<file path="config.mk">
export PLATFORM = sky130hd
export DESIGN_NAME = pulse_sort
export DESIGN_NICKNAME = d
export VERILOG_FILES = /design/src/rtl/pulse_sort.sv
export SDC_FILE = /design/constraint.sdc
export NUM_CORES = 1
export LEC_CHECK = 0
export BUFFER_PORTS_ARGS = -buffer_cell sky130_fd_sc_hd__buf_2
export CORE_UTILIZATION = 28
export CTS_CLUSTER_DIAMETER = 100
export DETAILED_ROUTE_END_ITERATION = 6
export PLACE_DENSITY = 0.49
export SLEW_MARGIN = 5
export SYNTH_ARGS = -nofsm -noshare
export SYNTH_HDL_FRONTEND = slang
export SYNTH_SLANG_ARGS = --single-unit
</file>
<file path="constraint.sdc">
create_clock -name clk -period 5.57 [get_ports clk]
set_clock_uncertainty 0.2 [all_clocks]
set_input_delay 1.114 -clock clk [delete_from_list [all_inputs] [get_ports clk]]
set_output_delay 1.114 -clock clk [all_outputs]
set_load 0.05 [all_outputs]
</file>
<file path="src/rtl/pulse_sort.sv">
// pulse_sort: classifies each pwm_on window as OPEN/NORMAL/ARC/SHORT; define PULSE_SORT_STAT_EN for statistics counters
module pulse_sort #(
  parameter logic [11:0] V_BREAK = 12'd350,
  parameter logic [11:0] I_BREAK = 12'd2600,
  parameter logic [11:0] V_SHORT = 12'd100,
  parameter int TD_W = 10,
  parameter logic [TD_W-1:0] T_SHORT_MAX = 10'd5,
  parameter logic [TD_W-1:0] T_ARC_MAX = 10'd25,
  parameter logic [3:0] SHORT_N = 4'd3
) (
  input  logic            clk,
  input  logic            rst_n,
  input  logic            start_signal,
  input  logic            pwm_on,
  input  logic [11:0]     ad_ch1,
  input  logic [11:0]     ad_ch2,
  input  logic            stat_clr,
  output logic [1:0]      pulse_type,
  output logic            type_valid,
  output logic [TD_W-1:0] ign_delay,
  output logic            pro1_short_flag,
  output logic [15:0]     cnt_open,
  output logic [15:0]     cnt_normal,
  output logic [15:0]     cnt_arc,
  output logic [15:0]     cnt_short
);
  typedef enum logic [1:0] {IDLE, DELAY, BURN, DONE} state_t;
  state_t state, state_nxt;
  logic [TD_W-1:0] td_cnt, td_inc, d_cls;
  logic [11:0] v_bd, v_cls;
  logic [3:0] short_run, sr_nxt;
  logic [1:0] cls;
  logic pwm_on_d, armed, rise, bd, in_delay, latch;
  // armed blocks a pulse that is already high when reset releases from looking like a fresh rise
  assign rise = pwm_on & ~pwm_on_d & armed;
  assign bd = (ad_ch1 < V_BREAK) && (ad_ch2 >= I_BREAK);
  assign in_delay = state == DELAY;
  assign td_inc = &td_cnt ? td_cnt : td_cnt + 1'b1;
  assign latch = start_signal && in_delay && (bd || !pwm_on);
  // a breakdown in the falling cycle is classified from the live inputs, otherwise from the latched ones
  assign d_cls = in_delay ? td_inc : ign_delay;
  assign v_cls = in_delay ? ad_ch1 : v_bd;
  assign cls = (in_delay && !bd) ? 2'd0 :
               (d_cls < T_SHORT_MAX && v_cls < V_SHORT) ? 2'd3 :
               (d_cls < T_ARC_MAX) ? 2'd2 : 2'd1;
  assign sr_nxt = pulse_type == 2'd3 ? short_run + {3'd0, ~&short_run} :
                  pulse_type == 2'd2 ? short_run : 4'd0;
  // next-state: dropping start_signal overrides every transition
  always_comb begin
    state_nxt = state;
    case (state)
      IDLE:    state_nxt = rise ? DELAY : IDLE;
      DELAY:   state_nxt = (bd || !pwm_on) ? (pwm_on ? BURN : DONE) : DELAY;
      BURN:    state_nxt = pwm_on ? BURN : DONE;
      default: state_nxt = IDLE;
    endcase
    if (!start_signal) state_nxt = IDLE;
  end
  // state, delay measurement, classification result and repeated-short tracking
  always_ff @(posedge clk) begin
    if (!rst_n) begin
      state <= IDLE;
      td_cnt <= '0;
      v_bd <= '0;
      short_run <= '0;
      pwm_on_d <= 1'b0;
      armed <= 1'b0;
      ign_delay <= '0;
      pulse_type <= '0;
      type_valid <= 1'b0;
      pro1_short_flag <= 1'b0;
    end else begin
      state <= state_nxt;
      pwm_on_d <= pwm_on;
      armed <= armed | ~pwm_on;
      td_cnt <= in_delay ? td_inc : '0;
      if (latch) ign_delay <= td_inc;
      if (latch && bd) v_bd <= ad_ch1;
      if (state_nxt == DONE) pulse_type <= cls;
      type_valid <= state_nxt == DONE;
      short_run <= !start_signal ? 4'd0 : state == DONE ? sr_nxt : short_run;
      pro1_short_flag <= start_signal && ((state == DONE ? sr_nxt : short_run) >= SHORT_N);
    end
  end
`ifdef PULSE_SORT_STAT_EN
  logic [15:0] cnt [4];
  // saturating per-type counters; stat_clr beats a coinciding increment
  always_ff @(posedge clk) begin
    if (!rst_n || stat_clr) for (int i = 0; i < 4; i++) cnt[i] <= '0;
    else if (type_valid && ~&cnt[pulse_type]) cnt[pulse_type] <= cnt[pulse_type] + 1'b1;
  end
  assign cnt_open = cnt[0];
  assign cnt_normal = cnt[1];
  assign cnt_arc = cnt[2];
  assign cnt_short = cnt[3];
`else
  logic unused_stat_clr;
  assign unused_stat_clr = stat_clr;
  assign cnt_open = '0;
  assign cnt_normal = '0;
  assign cnt_arc = '0;
  assign cnt_short = '0;
`endif
endmodule
</file>
==> run metrics <==
status finished, violations left; failing checks design-rule violations; Peak Freq 336 MHz; Core ar. about 0.0088 mm²; Die Wd 97.9 µm; R2R cell count 7; Synth Register Bits 42; Hold Path Class reg2reg; ys flop type dfxtp_1; worst path arrival time approximately 3.0 ns; ys async rst share 0; kind of critical path in2reg; Hold Path Cell Cnt 2; first-pass GRT wire length 8.42 mm; Hold Crit Endpoint v_bd[5]$_SDFFE_PN0P_; library cells used by synthesis 57; layout net count about 380; die span in y 97.9 µm; Leak 1.19 nW; DR iter-0 viols 84; Ant. Diodes 0; per-cell routed wire length 11.3 µm; crit share post-route 0.535; Post-DRT Antenna Nets 0; global placer's final weighted congestion roughly 0.8; R2R setup slack 3.19 ns; initial core utilization 0.293; Tot Pwr roughly 670 µW; Final Hold Fails 0; gr ovfl total 0; CTS buffer count 5; register area share after synthesis 0.326; Post-synth EDFFs 0; Data required, critical path ~5.6 ns; Final Core Density 0.309; CTS tree yes; Reg clk slew, reported paths 0.08 ns; final max-slew violation count 0; Peak VDD IR around 150 µV; clk root buf clkbuf_8; CTS sink count 42; via count between 1500 and 2000; die area ~0.0096 mm²; Setup crit end kind register; Top-Level Pins 107; Crit Path Max Fanout 31; H-tree depth 2; Setup Fix Bufs, Post-CTS 0; Mapped Area around 0.0026 mm²; R2R Path End pulse_type[1]$_SDFFE_PN0N_; final-report setup violation count 0; buffer depth of the longest clock path 2; FP Rows 34; largest net degree at the start of global routing 32; port bufs 37; RSZ-0062 raised after global routing false; share of layout cells above drive strength 1 0.160; Reg-to-Reg Start td_cnt[0]$_SDFF_PN0_; vias in the first global route roughly 1800; # fillers between 900 and 1000; Routed Wire Length slightly above 5 mm; PostCTS Resize Cnt 0; CTS Hold Bufs 0; yosys warns 0; power density cells 244 mW/mm²; Syn-to-layout area delta 5.53%; mean area per synthesized cell between 8 and 9 µm²; Pre-antenna DRT Iters 6; Syn Inst Count about 310; maxcap violations 0; Least-Margin Pin Slew 0.706 ns; hold path start v_bd[5]$_SDFFE_PN0P_; Final min period 2.98 ns; dpl hpwl 3.83 mm; Slew HR 0.523; GRT Util Overall 0.108; Vias/cell 4.41; drc violations 11; Fin Setup TNS 0 ns; Worst setup SP type input pin; Worst-Skew Late Latency ~0.29 ns; Hold WS about 0.26 ns; initial antenna violation count 0
## area by class of cell
type                    count  area (µm²)  area share
clock buffers               5        68.8      0.0253
clock inverters             3        40.0      0.0147
inverters                   6        22.5     0.00828
multi-input cells         250        1420       0.522
flip-flops and latches     42         841       0.309
well taps                 108         135      0.0497
repair buffers             38         193      0.0708
## synth_stat cells, drive strengths merged, types with 4 or more instances
library cell	number	area, µm²
buf	69	512
dfxtp	42	841
nand2	31	116
nor2	19	73.8
and3	13	81.3
a21boi	10	75.1
nor2b	8	50.1
nor3	8	45.0
mux2i	7	70.1
nand3	7	40.0
o21ai	7	35.0
a21oi	6	30.0
inv	6	22.5
and2	5	31.3
clkbuf	5	18.8
nand2b	5	31.3
nand4	5	37.5
o21a	5	37.5
o211ai	4	43.8
## where the power goes
group	internal, mW	total, mW	switching [mW]	leakage (nW)
clock	0.132	0.239	0.107	0.0579
combinational	0.0127	0.123	0.110	0.790
sequential	0.302	0.303	0.00141	0.339
total	0.446	0.665	0.219	1.19
## cell families after synthesis
family,Yosys count,synth area share
flops,42,0.326
other cells,1,0.00145
buf+inv,80,0.215
simple gates,115,0.237
fa+ha+maj,3,0.0146
compound gates,58,0.168
xor+xnor,2,0.00680
mux,8,0.0316
## stage by stage
step | instance area, µm² | setup slack, ns | std cells
6_report | 2720 | 2.59 | 452
5_1_grt | 2720 | 2.35 | 452
4_1_cts | 2720 | 2.54 | 452
3_5_place_dp | 2610 | 2.24 | 444
3_3_place_gp | 2610 | 2.26 | 444
2_1_floorplan | 2810 | 2.68 | 372
## worst max-delay path by stage
stage                    start  cells after the start                    endpoint  slack [ns]
global route             rst_n                      7  pulse_type[0]$_SDFFE_PN0N_        2.35
detailed placement       rst_n                      7  pulse_type[0]$_SDFFE_PN0N_        2.24
global placement         rst_n                      7  pulse_type[0]$_SDFFE_PN0N_        2.26
CTS                      rst_n                      7  pulse_type[0]$_SDFFE_PN0N_        2.54
finish                   rst_n                      7  pulse_type[0]$_SDFFE_PN0N_        2.59
floorplan           ad_ch1[11]                      7   ign_delay[3]$_SDFFE_PN0N_        2.68
## state kept, by name, indices dropped and copies added (netlist names)
signal / cells
pro1_short_flag: 1
pwm_on_d: 1
td_cnt: 10
pulse_type: 2
type_valid: 1
short_run: 4
ign_delay: 10
armed: 1
v_bd: 10
state: 2
## worst max-delay path, cell delays in order
cell	delay, ns
buf_2	0.39
nand2_1	0.27
a211o_1	0.37
a211oi_2	0.25
nand3_1	0.11
or4_1	0.41
o211ai_1	0.09
## metal layers
metal,track usage,part of all wire
met4,0.0408,0.012
met2,0.156,0.42
met1,0.153,0.52
met3,0.0272,0.050
met5,0,0
## placed cells by master, fill, tap and decap left out, drive strengths merged, types with 6 or more instances in the layout
master	Yosys	layout
conb	1	64
dfxtp	42	42
buf	69	38
nand2	31	31
nor2	19	19
and3	13	13
a21boi	10	10
nor2b	8	8
nor3	8	8
mux2i	7	7
o21ai	7	7
nand3	7	7
inv	6	6
a21oi	6	6
Note: power is estimated with default switching activity, not from simulation.
